[src/rtl/password_update.sv]
// Credential-enrollment FSM: a new password is keyed twice and, if both
// entries agree, written to the credential store at the logged-in user's ID.
module password_update #(
   parameter int unsigned DIGITS = 4,
   parameter int unsigned ID_W   = 3
) (
   input  logic                  clk,
   input  logic                  rst,
   input  logic [3:0]            PassSwitches,
   input  logic                  PassBtn,
   input  logic [1:0]            mode,
   input  logic                  timeout,
   input  logic                  LoggedIn,
   input  logic [ID_W-1:0]       MatchedID,
   output logic                  WriteEn,
   output logic [ID_W-1:0]       WriteAddr,
   output logic [4*DIGITS-1:0]   WriteData,
   output logic                  UpdateDone,
   output logic                  UpdateError,
   output logic [4:0]            letterLEDs
);

   localparam int unsigned CNT_W = 3;
   localparam logic [CNT_W-1:0] LAST = CNT_W'(DIGITS - 1);

   typedef enum logic [3:0] {
      IDLE, ENTER, CONFIRM, WRITE, FAIL, OK, ERR, HOLD_OK, HOLD_ERR
   } state_t;

   state_t              state, state_n;
   logic [CNT_W-1:0]    cnt, cnt_n;
   logic [4*DIGITS-1:0] npw, npw_n;
   logic                mism, mism_n;
   logic [ID_W-1:0]     id, id_n;
   logic                abort, dig_miss, hit;

   logic                we_n, done_n, err_n;
   logic [ID_W-1:0]     addr_n;
   logic [4*DIGITS-1:0] data_n;
   logic [4:0]          leds_n;

   function automatic logic [3:0] therm(input logic [CNT_W-1:0] c);
      logic [3:0] t;
      for (int unsigned i = 0; i < 4; i++) t[i] = (CNT_W'(i) < c);
      return t;
   endfunction

   assign abort = timeout | ~LoggedIn | (mode != 2'b11);

   always_ff @(posedge clk or negedge rst) begin
      if (!rst) begin
         state       <= IDLE;
         cnt         <= '0;
         npw         <= '0;
         mism        <= 1'b0;
         id          <= '0;
         WriteEn     <= 1'b0;
         WriteAddr   <= '0;
         WriteData   <= '0;
         UpdateDone  <= 1'b0;
         UpdateError <= 1'b0;
         letterLEDs  <= '0;
      end else begin
         state       <= state_n;
         cnt         <= cnt_n;
         npw         <= npw_n;
         mism        <= mism_n;
         id          <= id_n;
         WriteEn     <= we_n;
         WriteAddr   <= addr_n;
         WriteData   <= data_n;
         UpdateDone  <= done_n;
         UpdateError <= err_n;
         letterLEDs  <= leds_n;
      end
   end

   always_comb begin
      state_n  = state;
      cnt_n    = cnt;
      npw_n    = npw;
      mism_n   = mism;
      id_n     = id;
      dig_miss = 1'b0;
      hit      = mism;
      for (int unsigned i = 0; i < DIGITS; i++) begin
         if (cnt == CNT_W'(DIGITS - 1 - i) && npw[i*4 +: 4] != PassSwitches)
            dig_miss = 1'b1;
      end

      case (state)
         IDLE: begin
            if (LoggedIn && mode == 2'b11) begin
               id_n    = MatchedID;
               cnt_n   = '0;
               npw_n   = '0;
               mism_n  = 1'b0;
               state_n = ENTER;
            end
         end
         ENTER: begin
            if (abort) begin
               state_n = ERR;
            end else if (PassBtn) begin
               for (int unsigned i = 0; i < DIGITS; i++) begin
                  if (cnt == CNT_W'(DIGITS - 1 - i)) npw_n[i*4 +: 4] = PassSwitches;
               end
               if (cnt == LAST) begin
                  cnt_n   = '0;
                  state_n = CONFIRM;
               end else begin
                  cnt_n = cnt + 1'b1;
               end
            end
         end
         CONFIRM: begin
            if (abort) begin
               state_n = ERR;
            end else if (PassBtn) begin
               hit    = mism | dig_miss;
               mism_n = hit;
               if (cnt == LAST) begin
                  cnt_n   = '0;
                  // failure detours through FAIL so UpdateError lines up with UpdateDone
                  state_n = hit ? FAIL : WRITE;
               end else begin
                  cnt_n = cnt + 1'b1;
               end
            end
         end
         WRITE:   state_n = OK;
         FAIL:    state_n = ERR;
         OK:      state_n = HOLD_OK;
         ERR:     state_n = HOLD_ERR;
         HOLD_OK, HOLD_ERR: begin
            if (!LoggedIn || mode != 2'b11) state_n = IDLE;
         end
         default: state_n = IDLE;
      endcase

      // outputs are registered from the next state so they track the state exactly
      we_n   = (state_n == WRITE);
      addr_n = we_n ? id_n : '0;
      data_n = we_n ? npw_n : '0;
      done_n = (state_n == OK);
      err_n  = (state_n == ERR);
      case (state_n)
         ENTER:    leds_n = {1'b0, therm(cnt_n)};
         CONFIRM:  leds_n = {1'b1, therm(cnt_n)};
         HOLD_OK:  leds_n = 5'b11111;
         HOLD_ERR: leds_n = 5'b10101;
         default:  leds_n = '0;
      endcase
   end

endmodule
[config.mk]
export PLATFORM = sky130hd
export DESIGN_NAME = password_update
export DESIGN_NICKNAME = d
export VERILOG_FILES = /design/src/rtl/password_update.sv
export SDC_FILE = /design/constraint.sdc
export NUM_CORES = 1
export LEC_CHECK = 0
export CAP_MARGIN = 0
export CELL_PAD_IN_SITES_DETAIL_PLACEMENT = 0
export CELL_PAD_IN_SITES_GLOBAL_PLACEMENT = 2
export CORE_MARGIN = 2
export CORE_UTILIZATION = 38
export DETAILED_ROUTE_END_ITERATION = 7
export GPL_TIMING_DRIVEN = 0
export HOLD_SLACK_MARGIN = 0.08
export PLACE_DENSITY = 0.83
export SKIP_CTS_REPAIR_TIMING = 1
export SKIP_LAST_GASP = 1
export SYNTH_ARGS = -nofsm -noshare
export SYNTH_HDL_FRONTEND = slang
export SYNTH_SLANG_ARGS = --single-unit
[constraint.sdc]
create_clock -name clk -period 3.3 [get_ports clk]
set_input_delay 0.66 -clock clk [delete_from_list [all_inputs] [get_ports clk]]
set_output_delay 0.66 -clock clk [all_outputs]
set_load 0.02 [all_outputs]
Yosys cells after proc, flatten, opt, wreduce, memory -nomap -nowiden:

Cells that the tools add are included.

* register bits: 54
* logic and storage cells: 96

* $lt $le $gt $ge: 4
* bitwise logic cells: 4
* add/subtract/negate cells: 1
* reduce and logical (&&, ||, !) cells: 13
* mux-type cells: 36
* eq/ne operators: 27

Operator list (count)
* $mux W16: 4
* $mux W4: 12
* $pmux W16 S2: 1
* $pmux W4 S8: 1
* $eq A4 B3 Y1 const B: 7
* $mux W3: 8
* $pmux W5 S4: 1
* $eq A4 B2 Y1 const B: 4
* $ne A4 B4 Y1: 4
* $eq A4 B1 Y1 const B: 2
* $eq A4 B4 Y1 const B: 2
* $ne A2 B2 Y1 const B: 4
* $mux W1: 7
* $eq A3 B2 Y1 const B: 2
* $lt A1 B3 Y1 const A: 2
* $lt A2 B3 Y1 const A: 2
* $pmux W3 S2: 1
* $logic_and A1 B1 Y1: 5
* $logic_not A4 Y1: 1
* $reduce_and A4 Y1: 1
* $reduce_or A2 Y1: 2
* $add A3 B1 Y3 const B: 1
* $eq A3 B1 Y1 const B: 1
* $logic_not A3 Y1: 1
* other kinds (7): 9

Longest topological paths before layout:

* depth after elaboration: 14
* mapped depth: 9
* depth with buffers taken out: 8

Least setup slack after synthesis:

No wires, ideal clock.

* kind: input -> register
* from: input port PassSwitches[0]
* to: register UpdateError
* data required time: 3.172 ns
* cell stages on the path: 7
* setup slack: 1.035 ns
* setup time: 0.128 ns
* arrival time: 2.137 ns
* cell sequence: buf_2 > xnor2_1 > a41oi_1 > or4_4 > o2111ai_2 > o21ai_2 > nor2b_1

* longest elaborated chain between the ends: 13
* elaborated cells between the ends (all ways): 19
* those cells by class: eq/ne (5); mux (9); bitwise (1); reduce/logical (4)

Ends and longest elaborated chain
* start, declared: RTL line 9 `input logic [3:0] PassSwitches,`
* $ne A4 B4 Y1: RTL line 87 `if (cnt == CNT_W'(DIGITS - 1 - i) && npw[i*4 +: 4] != PassSwitches)`
* $logic_and A1 B1 Y1: RTL line 87
* $mux W1 (3 in a row): RTL line 87
* $mux W1 (*): RTL line 87
* $or A1 B1 Y1 (*): RTL line 120 `hit = mism | dig_miss;`
* $mux W3 (*): RTL line 125 `state_n = hit ? FAIL : WRITE;`
* $mux W4 (*): RTL line 122 `if (cnt == LAST) begin`
* $mux W4 (*): RTL line 119 `end else if (PassBtn) begin`
* $mux W4 (*): RTL line 117 `if (abort) begin`
* $pmux W4 S8 (*): RTL line 91 `case (state)`
* net state_n[2]: RTL line 30 `state_t state, state_n;`
* $eq A4 B3 Y1 (*): RTL line 146 `err_n = (state_n == ERR);`
* net err_n: RTL line 37 `logic we_n, done_n, err_n;`
* end signal, assigned: RTL line 73 `UpdateError <= err_n;`
* end, declared: RTL line 19 `output logic UpdateError,`

The timed path passes the listed nets; every way through them passes the cells marked *.
A chain may end at the register's enable or synchronous reset.

Worst setup path after layout:

* from: input port mode[1]
* to: register letterLEDs[2]

* longest elaborated chain between the ends: 6
* elaborated cells between the ends (all ways): 19
* those cells by class: order compare (1); eq/ne (6); mux (9); bitwise (1); reduce/logical (2)

Ends and longest elaborated chain
* start, declared: RTL line 11 `input logic [1:0] mode,`
* $ne A2 B2 Y1 / $eq A2 B2 Y1 (equally long branches): RTL line 48, 136, 93
* $or A1 B1 Y1 (tied with other cells): RTL line 48 `assign abort = timeout | ~LoggedIn | (mode != 2'b11);`
* $mux W3 (tied with other cells): RTL line 117
* $pmux W3 S2 / $pmux W4 S8 (equally long branches): RTL line 91
* $lt A2 B3 Y1 (tied with other cells): RTL line 44 `for (int unsigned i = 0; i < 4; i++) t[i] = (CNT_W'(i) < c);`
* $pmux W5 S4 (*): RTL line 147 `case (state_n)`
* net leds_n[2]: RTL line 40 `logic [4:0] leds_n;`
* end signal, assigned: RTL line 74 `letterLEDs <= leds_n;`
* end, declared: RTL line 20 `output logic [4:0] letterLEDs`

Marked as above.

==> impl_metrics.prom <==
# TYPE chip_impl_metric gauge
chip_impl_info{name="run_status",value="finished, final reports clean"} 1
chip_impl_metric{name="synthesis.area_per_instance",unit="um2"} 11.3
chip_impl_metric{name="fin_skew",unit="ns"} 0.00901
chip_impl_metric{name="dr.pass1.iters",unit=""} 4
chip_impl_metric{name="power_switching",unit="mW"} 0.805
chip_impl_metric{name="via_count_of_the_first_global_routing_pass",unit=""} 1839
chip_impl_metric{name="globalRouteTotalUtil",unit="%"} 15.8
chip_impl_metric{name="std_cell_rows",unit=""} 30
chip_impl_metric{name="drt-initial-drc-count",unit=""} 91
chip_impl_metric{name="drive_gt1_share",unit="%"} 16.2
chip_impl_metric{name="detail_route.drc_violations",unit=""} 0
chip_impl_metric{name="die_width",unit="um"} 87.1
chip_impl_metric{name="ys_seq_area_share",unit="%"} 51.5
chip_impl_metric{name="ys_seq_elements",unit=""} 54
chip_impl_metric{name="fin_util",unit="%"} 47.4
chip_impl_metric{name="synth_fp_nets",unit=""} 250
chip_impl_info{name="cts_root_buffer",value="clkbuf_8"} 1
chip_impl_metric{name="final.period_utilization",unit="%"} 77.9
chip_impl_metric{name="total_negative_slack",unit="ns"} 0
chip_impl_info{name="critical_path.slowest_cell",value="nor4_1"} 1
chip_impl_info{name="dominantRegCellSynth",value="dfrtp_1"} 1
chip_impl_metric{name="static-leakage-power",unit="nW"} 1.36
chip_impl_metric{name="power.share.combinational",unit="%"} 41.3
chip_impl_metric{name="clkPwrFrac",unit="%"} 19.1
chip_impl_metric{name="synthCells",unit=""} 232
chip_impl_metric{name="seqPwrFrac",unit="%"} 39.6
chip_impl_metric{name="ant_nets",unit=""} 0
chip_impl_metric{name="max-vdd-ir-drop",unit="V"} 0.000266
chip_impl_metric{name="gpl.final_weighted_congestion",unit=""} 0.807
chip_impl_metric{name="cts_max_path_buffers",unit=""} 2
chip_impl_metric{name="power_density",unit="nW/um2"} 653
chip_impl_metric{name="p_int",unit="mW"} 1.28
chip_impl_metric{name="portBuffers",unit=""} 36
chip_impl_metric{name="worstMarginPinSlew",unit="ns"} 0.839
chip_impl_metric{name="area.growth.synth_to_final",unit="%"} 21.9
chip_impl_metric{name="final_hold_viols",unit=""} 0
chip_impl_metric{name="via_per_inst",unit=""} 5.14
chip_impl_metric{name="critical_path_buffer_and_inverter_count",unit=""} 2
chip_impl_metric{name="clkSinkCount",unit=""} 54
chip_impl_metric{name="die_y",unit="um"} 87.1
chip_impl_metric{name="cp_slowest_stage_delay",unit="ns"} 0.62
chip_impl_metric{name="post_placement_cell_count",unit=""} 349
chip_impl_metric{name="yosysWarningCount",unit=""} 0
chip_impl_info{name="timing.setup.critical_path_class",value="input pin to flop"} 1
chip_impl_metric{name="cts_buffers",unit=""} 5
chip_impl_info{name="end_kind",value="flop"} 1
chip_impl_metric{name="worstPathArrival",unit="ns"} 2.81
chip_impl_metric{name="detail_route.wirelength",unit="um"} 5460
chip_impl_metric{name="grt_first_pass_wirelength",unit="um"} 9270
chip_impl_info{name="timing.critical_path.from_type",value="input pin"} 1
chip_impl_metric{name="detailroute.via_count",unit=""} 1836
chip_impl_metric{name="critPathMaxFanout",unit=""} 10
chip_impl_metric{name="max_cap_violations",unit=""} 0
chip_impl_metric{name="cts_max_level",unit=""} 2
chip_impl_metric{name="synth_edf_count",unit=""} 0
chip_impl_metric{name="power.share.switching",unit="%"} 38.5
chip_impl_metric{name="fp.dieArea",unit="um2"} 7590
chip_impl_metric{name="layout_min_cycle_time",unit="ns"} 2.57
chip_impl_info{name="worst_path_dominant_cell_family",value="simple AND/OR/NAND/NOR gates"} 1
chip_impl_metric{name="clk_pin_slew_worst_paths",unit="ns"} 0.10
chip_impl_metric{name="setup_viol_count_final",unit=""} 0
chip_impl_info{name="min_path_type",value="input pin to asynchronous set/reset pin"} 1
chip_impl_metric{name="final.hold.worst_slack",unit="ns"} 0.346
chip_impl_info{name="rsz0062_at_grt",value="no"} 1
chip_impl_metric{name="insertedDiodeCount",unit=""} 0
chip_impl_metric{name="fmax",unit="MHz"} 389
chip_impl_metric{name="ios",unit=""} 41
chip_impl_metric{name="worstPathRequired",unit="ns"} 3.54
chip_impl_info{name="crit_chain",value="clkdlybuf4s50_1 -> nand3_1 -> buf_2 -> nor4_1 -> a22oi_1 -> o21ai_0 -> a21oi_1 -> a21oi_2"} 1
chip_impl_metric{name="floorplan.initialDensity",unit="%"} 38.9
chip_impl_info{name="cp-startpoint",value="mode[1]"} 1
chip_impl_metric{name="finalNonFillerCells",unit=""} 357
chip_impl_info{name="critical_path.reg2reg.startpoint",value="state[3]"} 1
chip_impl_metric{name="mappedNetlistArea",unit="um2"} 2630
chip_impl_metric{name="async_reset_ff_share",unit="%"} 100
chip_impl_metric{name="relSlewSlack",unit="%"} 43.7
chip_impl_metric{name="clock_latency_on_the_worst_skew_pair",unit="ns"} 0.31
chip_impl_metric{name="initial_antenna_violation_count",unit=""} 0
chip_impl_metric{name="finalMaxSlewViolations",unit=""} 0
chip_impl_metric{name="routedWlPerCell",unit="um"} 15.3
chip_impl_info{name="tritoncts",value="yes"} 1
chip_impl_metric{name="grt_max_degree",unit=""} 30
chip_impl_metric{name="grt-ovfl-total",unit=""} 0
chip_impl_metric{name="detailedPlacementHpwl",unit="um"} 3980
chip_impl_metric{name="design.core.area",unit="um2"} 6760
chip_impl_metric{name="ys_types",unit=""} 48
chip_impl_metric{name="nNetsFinal",unit=""} 294
power by group through the flow:
stage	combinational (mW)	sequential [mW]	clock (mW)
after floorplan	0.610	0.861	0
after CTS	0.873	0.827	0.419
after detailed placement	0.870	0.841	0
final	0.864	0.827	0.399
after global placement	0.870	0.839	0
after global routing	0.969	0.844	0.439
through the flow:
| step | instance area [um2] | setup slack, ns | total power [mW] |
|---|---|---|---|
| final | 3200 | 0.731 | 2.09 |
| after global routing | 3200 | 0.529 | 2.25 |
| after CTS | 3200 | 0.733 | 2.12 |
| after detailed placement | 3100 | 0.392 | 1.71 |
| after global placement | 3090 | -0.126 | 1.71 |
| after floorplan | 2630 | 1.03 | 1.47 |
registers in the layout, summed over array words and instances, names as in the netlist:
| name | cells |
|---|---|
| UpdateDone | 1 |
| UpdateError | 1 |
| WriteAddr | 3 |
| WriteData | 16 |
| WriteEn | 1 |
| cnt | 3 |
| id | 3 |
| letterLEDs | 5 |
| mism | 1 |
| npw | 16 |
| state | 4 |
layout make-up:
cell class                 instances  area (um2)
fill                             652        3560
sequential                        54        1350
multi-input combinational        160        1170
timing repair buffer              37         375
tap                               80         100
clock buffer                       6        82.6
buffer                            11        72.6
inverter                           7        26.3
clock inverter                     2        16.3
synthesized netlist by cell type (6+ instances only):
cell	number	share of area, %
dfrtp_1	54	51
nor2b_1	19	4.5
a22o_1	11	3.7
o21ai_0	6	1.1
nand2_1	9	1.3
nor2b_2	6	2.0
inv_1	7	1.0
xnor2_1	18	6.0
nor2_1	16	2.3
nand2b_1	8	1.9
buf_2	7	1.3
logic make-up (layout without fill, tap and decap cells):
family / count (synthesis) / count (layout) / share of synthesized area [%]
muxes: 3 / 3 / 1.29
AOI/OAI and AO/OA: 55 / 55 / 17.2
buffers and inverters: 18 / 63 / 3.77
and+or+nand+nor: 80 / 80 / 18.4
adders and majority gates: 4 / 4 / 1.91
xor gates and xnor gates: 18 / 18 / 6.01
DFF: 54 / 54 / 51.5
per-layer routing:
| metal | share of wire [%] | vias to the layer above | track usage [%] |
|---|---|---|---|
| li1 | - | 907 | - |
| met1 | 52 | 886 | 23.6 |
| met4 | 1.3 | 0 | 5.87 |
| met3 | 3.4 | 6 | 3.32 |
| met5 | 0 | - | 0 |
| met2 | 43 | 37 | 22.6 |
placed cells by master, fill, tap and decap left out, types with 7 or more instances in the layout:
master / synthesis / routed
a22o_1: 11 / 11
buf_2: 7 / 8
clkdlybuf4s50_1: 0 / 35
dfrtp_1: 54 / 54
inv_1: 7 / 7
nand2_1: 9 / 9
nand2b_1: 8 / 8
nor2_1: 16 / 16
nor2b_1: 19 / 19
xnor2_1: 18 / 18
final timing paths:
check	slack, ns	cells after the start	end
max in group asynchronous	2.40	2	WriteData[10]
min	0.35	1	WriteAddr[2]
max reg2reg	1.01	7	WriteData[2]
min in group clk	0.50	1	id[2]
max	0.73	8	letterLEDs[2]
min reg2reg	0.50	1	id[2]
Power figures use the tool's default switching activity.
